`config.mk`:
```
export PLATFORM = sky130hd
export DESIGN_NAME = iter_muldiv_unit
export DESIGN_NICKNAME = d
export VERILOG_FILES = /design/src/rtl/iter_muldiv_unit.sv
export SDC_FILE = /design/constraint.sdc
export NUM_CORES = 1
export LEC_CHECK = 0
export BUFFER_PORTS_ARGS = -buffer_cell sky130_fd_sc_hd__buf_2
export CAP_MARGIN = 30
export CORE_ASPECT_RATIO = 0.5
export CORE_MARGIN = 2
export CORE_UTILIZATION = 30
export DETAILED_ROUTE_END_ITERATION = 6
export GPL_TIMING_DRIVEN = 0
export PLACE_DENSITY_LB_ADDON = 0.05
export SETUP_SLACK_MARGIN = 0.2
export SLEW_MARGIN = 20
export SYNTH_ARGS = -nofsm -noshare
export SYNTH_HDL_FRONTEND = slang
export SYNTH_SLANG_ARGS = --single-unit
export TNS_END_PERCENT = 30
```
`constraint.sdc`:
```
create_clock -name clock -period 9.6 [get_ports clock]
set_input_delay 0.96 -clock clock [delete_from_list [all_inputs] [get_ports clock]]
set_output_delay 0.96 -clock clock [all_outputs]
set_load 0.02 [all_outputs]
```
`src/rtl/iter_muldiv_unit.sv`:
```
//==============================================================================
// Module      : iter_muldiv_unit
// Description : Iterative radix-2 multiply / divide unit. Shift-add multiply
//               and restoring divide, one bit per cycle, with a final sign
//               fix-up cycle. Results are published only on entry to DONE.
// Revision    : 1.0 - initial release
//==============================================================================
`default_nettype none

module iter_muldiv_unit #(
    parameter int WIDTH     = 32,
    parameter bit SIGNED_EN = 1'b1
) (
    input  logic             clock,
    input  logic             clear,
    input  logic             start,
    input  logic [1:0]       op,
    input  logic [WIDTH-1:0] a,
    input  logic [WIDTH-1:0] b,
    output logic             busy,
    output logic             done,
    output logic [WIDTH-1:0] hi,
    output logic [WIDTH-1:0] lo,
    output logic             div_by_zero
);

    localparam int                     c_cnt_w    = $clog2(WIDTH);
    localparam logic [c_cnt_w-1:0]     c_cnt_last = c_cnt_w'(WIDTH - 1);
    localparam logic [c_cnt_w-1:0]     c_cnt_one  = c_cnt_w'(1);
    localparam logic [WIDTH-1:0]       c_one_w    = WIDTH'(1);
    localparam logic [2*WIDTH-1:0]     c_one_2w   = (2*WIDTH)'(1);

    typedef enum logic [1:0] {
        S_IDLE = 2'd0,
        S_RUN  = 2'd1,
        S_FIX  = 2'd2,
        S_DONE = 2'd3
    } state_t;

    state_t               state_q, state_d;
    logic [c_cnt_w-1:0]   cnt_q, cnt_d;
    logic                 op_div_q, op_div_d;
    logic                 sign_a_q, sign_a_d;
    logic                 sign_b_q, sign_b_d;
    // Multiplicand magnitude for multiply, divisor magnitude for divide
    logic [WIDTH-1:0]     opnd_q, opnd_d;
    // Multiply: {product hi, product lo / remaining multiplier bits}
    // Divide  : low half holds dividend bits shifting out / quotient shifting in
    logic [2*WIDTH-1:0]   acc_q, acc_d;
    // Divide partial remainder (always below the divisor, so WIDTH bits hold it;
    // the trial subtraction below works on WIDTH+1 bits)
    logic [WIDTH-1:0]     rem_q, rem_d;
    logic [WIDTH-1:0]     hi_q, hi_d;
    logic [WIDTH-1:0]     lo_q, lo_d;
    logic                 dbz_q, dbz_d;

    // Operand conditioning at the start handshake
    logic                 w_signed_op;
    logic                 w_sign_a;
    logic                 w_sign_b;
    logic [WIDTH-1:0]     w_mag_a;
    logic [WIDTH-1:0]     w_mag_b;
    logic                 w_b_zero;

    // One iteration of each algorithm
    logic [WIDTH:0]       w_mul_sum;
    logic [2*WIDTH-1:0]   w_mul_next;
    logic [WIDTH:0]       w_div_shift;
    logic [WIDTH:0]       w_div_diff;
    logic                 w_div_qbit;

    // Sign fix-up results
    logic [2*WIDTH-1:0]   w_prod_fix;
    logic [WIDTH-1:0]     w_quo_fix;
    logic [WIDTH-1:0]     w_rem_fix;

    // Operand sign extraction and magnitude conversion
    always_comb begin
        w_signed_op = SIGNED_EN && op[1];
        w_sign_a    = w_signed_op & a[WIDTH-1];
        w_sign_b    = w_signed_op & b[WIDTH-1];
        w_mag_a     = w_sign_a ? (~a + c_one_w) : a;
        w_mag_b     = w_sign_b ? (~b + c_one_w) : b;
        w_b_zero    = (b == '0);
    end

    // Datapath: one shift-add step, one restoring-divide step, and the sign fix-up
    always_comb begin
        w_mul_sum   = {1'b0, acc_q[2*WIDTH-1:WIDTH]}
                    + {1'b0, (acc_q[0] ? opnd_q : {WIDTH{1'b0}})};
        w_mul_next  = {w_mul_sum, acc_q[WIDTH-1:1]};

        w_div_shift = {rem_q, acc_q[WIDTH-1]};
        w_div_diff  = w_div_shift - {1'b0, opnd_q};
        w_div_qbit  = ~w_div_diff[WIDTH];

        w_prod_fix  = (sign_a_q ^ sign_b_q) ? (~acc_q + c_one_2w) : acc_q;
        w_quo_fix   = (sign_a_q ^ sign_b_q) ? (~acc_q[WIDTH-1:0] + c_one_w)
                                            : acc_q[WIDTH-1:0];
        w_rem_fix   = sign_a_q ? (~rem_q + c_one_w) : rem_q;
    end

    // Next-state and register update logic for the IDLE/RUN/FIX/DONE sequence
    always_comb begin
        state_d  = state_q;
        cnt_d    = cnt_q;
        op_div_d = op_div_q;
        sign_a_d = sign_a_q;
        sign_b_d = sign_b_q;
        opnd_d   = opnd_q;
        acc_d    = acc_q;
        rem_d    = rem_q;
        hi_d     = hi_q;
        lo_d     = lo_q;
        dbz_d    = dbz_q;

        case (state_q)
            S_IDLE: begin
                if (start) begin
                    op_div_d = op[0];
                    sign_a_d = w_sign_a;
                    sign_b_d = w_sign_b;
                    cnt_d    = '0;
                    dbz_d    = 1'b0;
                    rem_d    = '0;
                    if (op[0] && w_b_zero) begin
                        // Divide by zero short-circuits straight to DONE
                        hi_d    = a;
                        lo_d    = '1;
                        dbz_d   = 1'b1;
                        state_d = S_DONE;
                    end else begin
                        opnd_d  = op[0] ? w_mag_b : w_mag_a;
                        acc_d   = {{WIDTH{1'b0}}, (op[0] ? w_mag_a : w_mag_b)};
                        state_d = S_RUN;
                    end
                end
            end
            S_RUN: begin
                if (op_div_q) begin
                    acc_d = {acc_q[2*WIDTH-1:WIDTH], acc_q[WIDTH-2:0], w_div_qbit};
                    rem_d = w_div_qbit ? w_div_diff[WIDTH-1:0] : w_div_shift[WIDTH-1:0];
                end else begin
                    acc_d = w_mul_next;
                end
                cnt_d = cnt_q + c_cnt_one;
                if (cnt_q == c_cnt_last) begin
                    state_d = S_FIX;
                end
            end
            S_FIX: begin
                if (op_div_q) begin
                    hi_d = w_rem_fix;
                    lo_d = w_quo_fix;
                end else begin
                    hi_d = w_prod_fix[2*WIDTH-1:WIDTH];
                    lo_d = w_prod_fix[WIDTH-1:0];
                end
                state_d = S_DONE;
            end
            S_DONE: begin
                state_d = S_IDLE;
            end
            default: begin
                state_d = S_IDLE;
            end
        endcase
    end

    // State and datapath registers with asynchronous active-low clear
    always_ff @(posedge clock or negedge clear) begin
        if (!clear) begin
            state_q  <= S_IDLE;
            cnt_q    <= '0;
            op_div_q <= 1'b0;
            sign_a_q <= 1'b0;
            sign_b_q <= 1'b0;
            opnd_q   <= '0;
            acc_q    <= '0;
            rem_q    <= '0;
            hi_q     <= '0;
            lo_q     <= '0;
            dbz_q    <= 1'b0;
        end else begin
            state_q  <= state_d;
            cnt_q    <= cnt_d;
            op_div_q <= op_div_d;
            sign_a_q <= sign_a_d;
            sign_b_q <= sign_b_d;
            opnd_q   <= opnd_d;
            acc_q    <= acc_d;
            rem_q    <= rem_d;
            hi_q     <= hi_d;
            lo_q     <= lo_d;
            dbz_q    <= dbz_d;
        end
    end

    // Status outputs decode directly from the state register
    always_comb begin
        busy        = (state_q == S_RUN) || (state_q == S_FIX);
        done        = (state_q == S_DONE);
        hi          = hi_q;
        lo          = lo_q;
        div_by_zero = dbz_q;
    end

endmodule

`default_nettype wire

```
=== Yosys cells after proc, flatten, opt, wreduce, memory -nomap -nowiden ===
Index checks and enable logic that the tools add are counted.

* Flip-flop bits (word level): 203
* Bits of input ports: 69
* Output and inout bits: 67
* Word-level logic and storage cells: 85

* Add/sub/neg operators: 8
* Equal/unequal tests: 10
* Muxes and demuxes: 31
* Bitwise logic cells: 10
* Reductions and logical operators: 14

{| class="wikitable"
|+ Operator list
! kind !! count
|-
| $mux 32 || 16
|-
| $mux 64 || 4
|-
| $pmux 32 s2 || 3
|-
| $add 32x1->32 const B || 4
|-
| $not 32->32 || 4
|-
| $pmux 64 s2 || 1
|-
| $add 64x1->64 const B || 1
|-
| $not 64->64 || 1
|-
| $add 32x32->33 || 1
|-
| $sub 33x32->33 || 1
|-
| $logic_not 32->1 || 1
|-
| $ne 2x2->1 const B || 6
|-
| $reduce_and 3->1 || 4
|-
| $pmux 5 s2 || 1
|-
| $pmux 2 s4 || 1
|-
| $mux 2 || 3
|-
| $reduce_and 2->1 || 3
|-
| $add 5x1->5 const B || 1
|-
| $eq 5x5->1 const B || 1
|-
| $mux 5 || 1
|-
| $eq 2x2->1 const B || 2
|-
| $reduce_and 4->1 || 1
|-
| $reduce_bool 2->1 || 2
|-
| $and 1x1->1 || 2
|-
| other kinds (7) || 8
|}

=== Logic depth before layout (Yosys ltp) ===
* Depth after elaboration: 7
* Gate-level depth with buffers: 14
* Depth with buffers taken out: 13

=== Worst setup path before layout ===
No wires, ideal clock.

* Path kind: input to register
* Start point: input b[25]
* End point: register hi_q[10] (netlist: hi[10])
* Library setup time: 0.132 ns
* Data arrival time: 3.161 ns
* Data required time: 9.468 ns
* Setup slack: 6.307 ns
* Stages on the path: 9
* Path buffers: 2
* Path through: or4_4 > nor4_2 > or4b_1 > or3_4 > a21boi_1 > buf_2 > buf_2 > nand2_1 > o21ai_1

* Longest elaborated chain between the ends: 4

{| class="wikitable"
|+ Ends and longest elaborated chain
! what !! line !! RTL
|-
| start, declared || 19 || <nowiki>input logic [WIDTH-1:0] b,</nowiki>
|-
| $logic_not 32->1 || 84 || <nowiki>w_b_zero = (b == '0);</nowiki>
|-
| $logic_and 1x1->1 || 126 || <nowiki>if (op[0] && w_b_zero) begin</nowiki>
|-
| $ne 2x2->1 (no source line) || - ||
|-
| $reduce_and 3->1 (no source line) || - ||
|-
| end signal, assigned || 193 || <nowiki>hi_q <= hi_d;</nowiki>
|-
| end, declared || 53 || <nowiki>logic [WIDTH-1:0] hi_q, hi_d;</nowiki>
|}

Every way passes these cells.
A chain may end at the register's enable or synchronous reset.

=== Worst setup path after layout ===
* Start point: register acc_q[0]
* End point: register hi_q[16] (netlist: hi[16])

* Longest elaborated chain between the ends: 5

{| class="wikitable"
|+ Ends and longest elaborated chain
! what !! line !! RTL
|-
| start, declared || 49 || <nowiki>logic [2*WIDTH-1:0] acc_q, acc_d;</nowiki>
|-
| start signal, assigned || 179 || <nowiki>acc_q <= '0;</nowiki>
|-
| start signal, assigned || 191 || <nowiki>acc_q <= acc_d;</nowiki>
|-
| $not 64->64 || 97 || <nowiki>w_prod_fix = (sign_a_q ^ sign_b_q) ? (~acc_q + c_one_2w) : acc_q;</nowiki>
|-
| $add 64x1->64 || 97 ||
|-
| $mux 64 || 97 ||
|-
| $mux 32 || 152 || <nowiki>if (op_div_q) begin</nowiki>
|-
| $pmux 32 s2 || 117 || <nowiki>case (state_q)</nowiki>
|}

Every way passes these cells.

==> impl_metrics.toml <==
[synth]
synth_common_cells = "238 x nand2_1, 224 x a21oi_1, 220 x nor2_1, 203 x dfrtp_1, 190 x o21ai_0"
synth_top_area_share_pct = 30.42
synth_edf_count = 0
netlist_instances = 2126
ys.flop_type = "dfrtp_1"
synth_fp_nets = 2271
synth.distinct_cells = 83
yosysTopAreaCell = "dfrtp_1"
ys_seq_area_share_pct = 30.42
syn_area_mm2 = 0.01670
ys_ff_latch = 203
synth_most_common_cell = "nand2_1"
async_flop_share_pct = 100.0
synth_warnings = 0
synth_area_leaders = "dfrtp_1 30%, a21oi_1 6.7%, o21ai_0 5.7%, ha_1 5.5%, xor2_1 5.5%"
syn_area_per_cell_um2 = 7.854

[clock_network]
clockRootBuffer = "clkbuf_16"
postCtsSetupRepairBufs = 0
cts_tree = "yes"
cts_buffer_depth = 3
clock_latency_ps = 580
clk_pin_slew_ps = 70
htreeDepth = 1
cts_buffers = 25
hold_buffers = 0
post_cts_resized = 0
cts.sinks = 203

[grt]
grt_antenna_before_repair = 1
grt_max_degree = 82
met3_usage_pct = 4.749
grt-ovfl-total = 0
first_global_vias = 15830
grt_usage_pct = 25.27
grtUsageMet2_pct = 38.31
met1_usage_pct = 36.81
grt_pass1_wl_um = 107300
globalRoute.busiestLayer = "met2"

[floorplan]
fp.dieW_um = 337.7
io-pin-count = 136
die_area_mm2 = 0.05768
die_y_um = 170.8
num_rows = 61
core_area_mm2 = 0.05526
start_util_pct = 30.22

[place]
dp.cells = 3018
place_area_mm2 = 0.01839
gp_congestion = 0.9430
hpwl_um = 58840
numPortBuffers = 133

[sta]
fmax_mhz = 210.9
maxSlewViolCount = 0
fin_skew_ps = 22.92
setup_violations = 0
slew_headroom_pct = 29.54
min_period_ps = 4743
tightest_slew_ps = 1042
final-hold-violation-count = 0
post-route-period-util_pct = 49.40
rsz0062_at_grt = "no"
tns_ps = 0

[setup_path]
max_stage_delay_ps = 790
setup.worst_path.end_class = "flip-flop"
crit_path_start_kind = "flip-flop"
r2r_slack_ps = 4860
critical_path.top_delay_family = "simple AND/OR/NAND/NOR gates"
cp_num_buf_inv = 2
cp.required_ps = 10100
critPathSlowestCell = "buf_1"
cp_max_fo = 10
crit-reg2reg-launch = "acc_q[0]$_DFFE_PN0P_"
r2r-end = "hi[16]$_DFFE_PN0P_"
worstSetupPathType = "flip-flop to flip-flop"
ff2ff_path_depth = 12
crit_chain = "inv_1 > buf_1 > ha_1 > nand2b_1 > nand4b_1 > nor4_4 > nand3_1 > o31ai_1 > xor2_1 > o21ai_0 > mux2i_1 > o21ai_1"
critPathArrivalTime_ps = 5240

[detailed_routing]
drt_iter0_drc = 1338
drc = 0
ant_nets = 0
vias = 16470
routed_wl_um = 73720
firstDrtPassIters = 7
wl_per_cell_um = 24.03
post_drt_via_cell_ratio = 5.368

[final_layout]
drive_above_1_share_pct = 10.95
layout.nets = 2439
final_area_mm2 = 0.01924
area_growth_pct = 15.25
fillers = 5992
final_cells = 3068

[pwr]
vdd_drop_max_mv = 0.1518
p_per_area_mw_per_mm2 = 328.0
p_leak_nw = 8.121

[outcome]
status = "completed"

[min_path]
min_path_type = "primary input to asynchronous set/reset pin"

[run]
maxCapViolations = 0
-- worst register-to-register path: stages (launching register included) --
cell      delay, ps
dfrtp_1         480
inv_1           360
buf_1           790
ha_1            310
nand2b_1        130
nand4b_1        300
nor4_4          790
nand3_1         380
o31ai_1         330
xor2_1          100
o21ai_0         420
mux2i_1         140
o21ai_1         140
-- layout make-up --
cell class,count,area [µm²],share of cell area [%]
antenna,2,5.005,0.02601
buffer,127,531.8,2.763
clock buffer,36,716.9,3.725
clock inverter,7,95.09,0.4941
inverter,80,300.3,1.560
multi-input combinational,1716,10790,56.07
sequential,203,5080,26.40
tap,756,945.9,4.915
timing repair buffer,141,779.5,4.050
-- sequential cells by signal (all words and copies together), names as in the netlist, 2 cells and up --
name	cells
state_q	2
hi	32
lo	32
cnt_q	5
rem_q	32
acc_q	64
opnd_q	32
-- per-stage QoR --
stage / setup WS [ps] / power [W] / hold slack [ps] / utilization, %
2_1_floorplan: 6307 / 0.003892 / 449.8 / -
3_3_place_gp: 3320 / 0.005279 / 467.3 / 33.14
3_5_place_dp: 4920 / 0.005283 / 472.0 / 33.28
4_1_cts: 4900 / 0.006301 / 292.2 / 34.75
5_1_grt: 4715 / 0.006766 / 309.0 / 34.82
6_report: 4857 / 0.006311 / 276.6 / 34.83
-- placed cells by master, fill, tap and decap left out, drive strengths merged, types with 16 or more instances in the layout --
cell / n
a211oi: 28
a21o: 30
a21oi: 224
a31oi: 51
buf: 176
clkbuf: 128
dfrtp: 203
ha: 74
inv: 80
mux2: 17
mux2i: 50
nand2: 239
nand2b: 21
nand3: 36
nor2: 220
nor3: 33
nor4: 23
o211ai: 26
o21ai: 220
o31ai: 29
o41ai: 16
or3: 18
xnor2: 97
xor2: 104
-- kinds of logic (layout without fill, tap and decap cells) --
group | Yosys count | after routing | synth area share [%]
buffers and inverters | 207 | 391 | 4.983
XOR/XNOR | 201 | 201 | 10.54
flip-flops | 203 | 203 | 30.42
adder cells (fa/ha/maj) | 76 | 76 | 5.785
AND/OR/NAND/NOR | 681 | 681 | 19.18
AO/OA/AOI/OAI | 691 | 691 | 24.94
multiplexers | 67 | 67 | 4.144
other | 0 | 2 | 0
-- where the power goes --
group,internal [W],switching [W],total [W]
combinational,0.00125,0.00259,0.00384
clock,0.000569,0.000424,0.000993
sequential,0.00117,0.000311,0.00148
total,0.00298,0.00333,0.00631
-- how the worst max path moves through the flow --
| stage | start | end | slack, ps | cells past startpoint |
|---|---|---|---|---|
| after floorplan | b[25] | hi[10]$_DFFE_PN0P_ | 6310 | 9 |
| after global placement | clear | lo[4]$_DFFE_PN0P_ | 3320 | 1 |
| after detailed placement | acc_q[0]$_DFFE_PN0P_ | hi[16]$_DFFE_PN0P_ | 4920 | 12 |
| after CTS | acc_q[0]$_DFFE_PN0P_ | hi[16]$_DFFE_PN0P_ | 4900 | 12 |
| after global routing | acc_q[0]$_DFFE_PN0P_ | hi[16]$_DFFE_PN0P_ | 4720 | 12 |
| final | acc_q[0]$_DFFE_PN0P_ | hi[16]$_DFFE_PN0P_ | 4860 | 12 |
-- per-layer routing --
metal  up-vias  part of all wire (%)
li1       7918                     -
met1      8061                    49
met2       415                    43
met3        76                   5.7
met4         0                   2.3
met5         -                     0
Note: power is estimated with default switching activity, not from simulation.
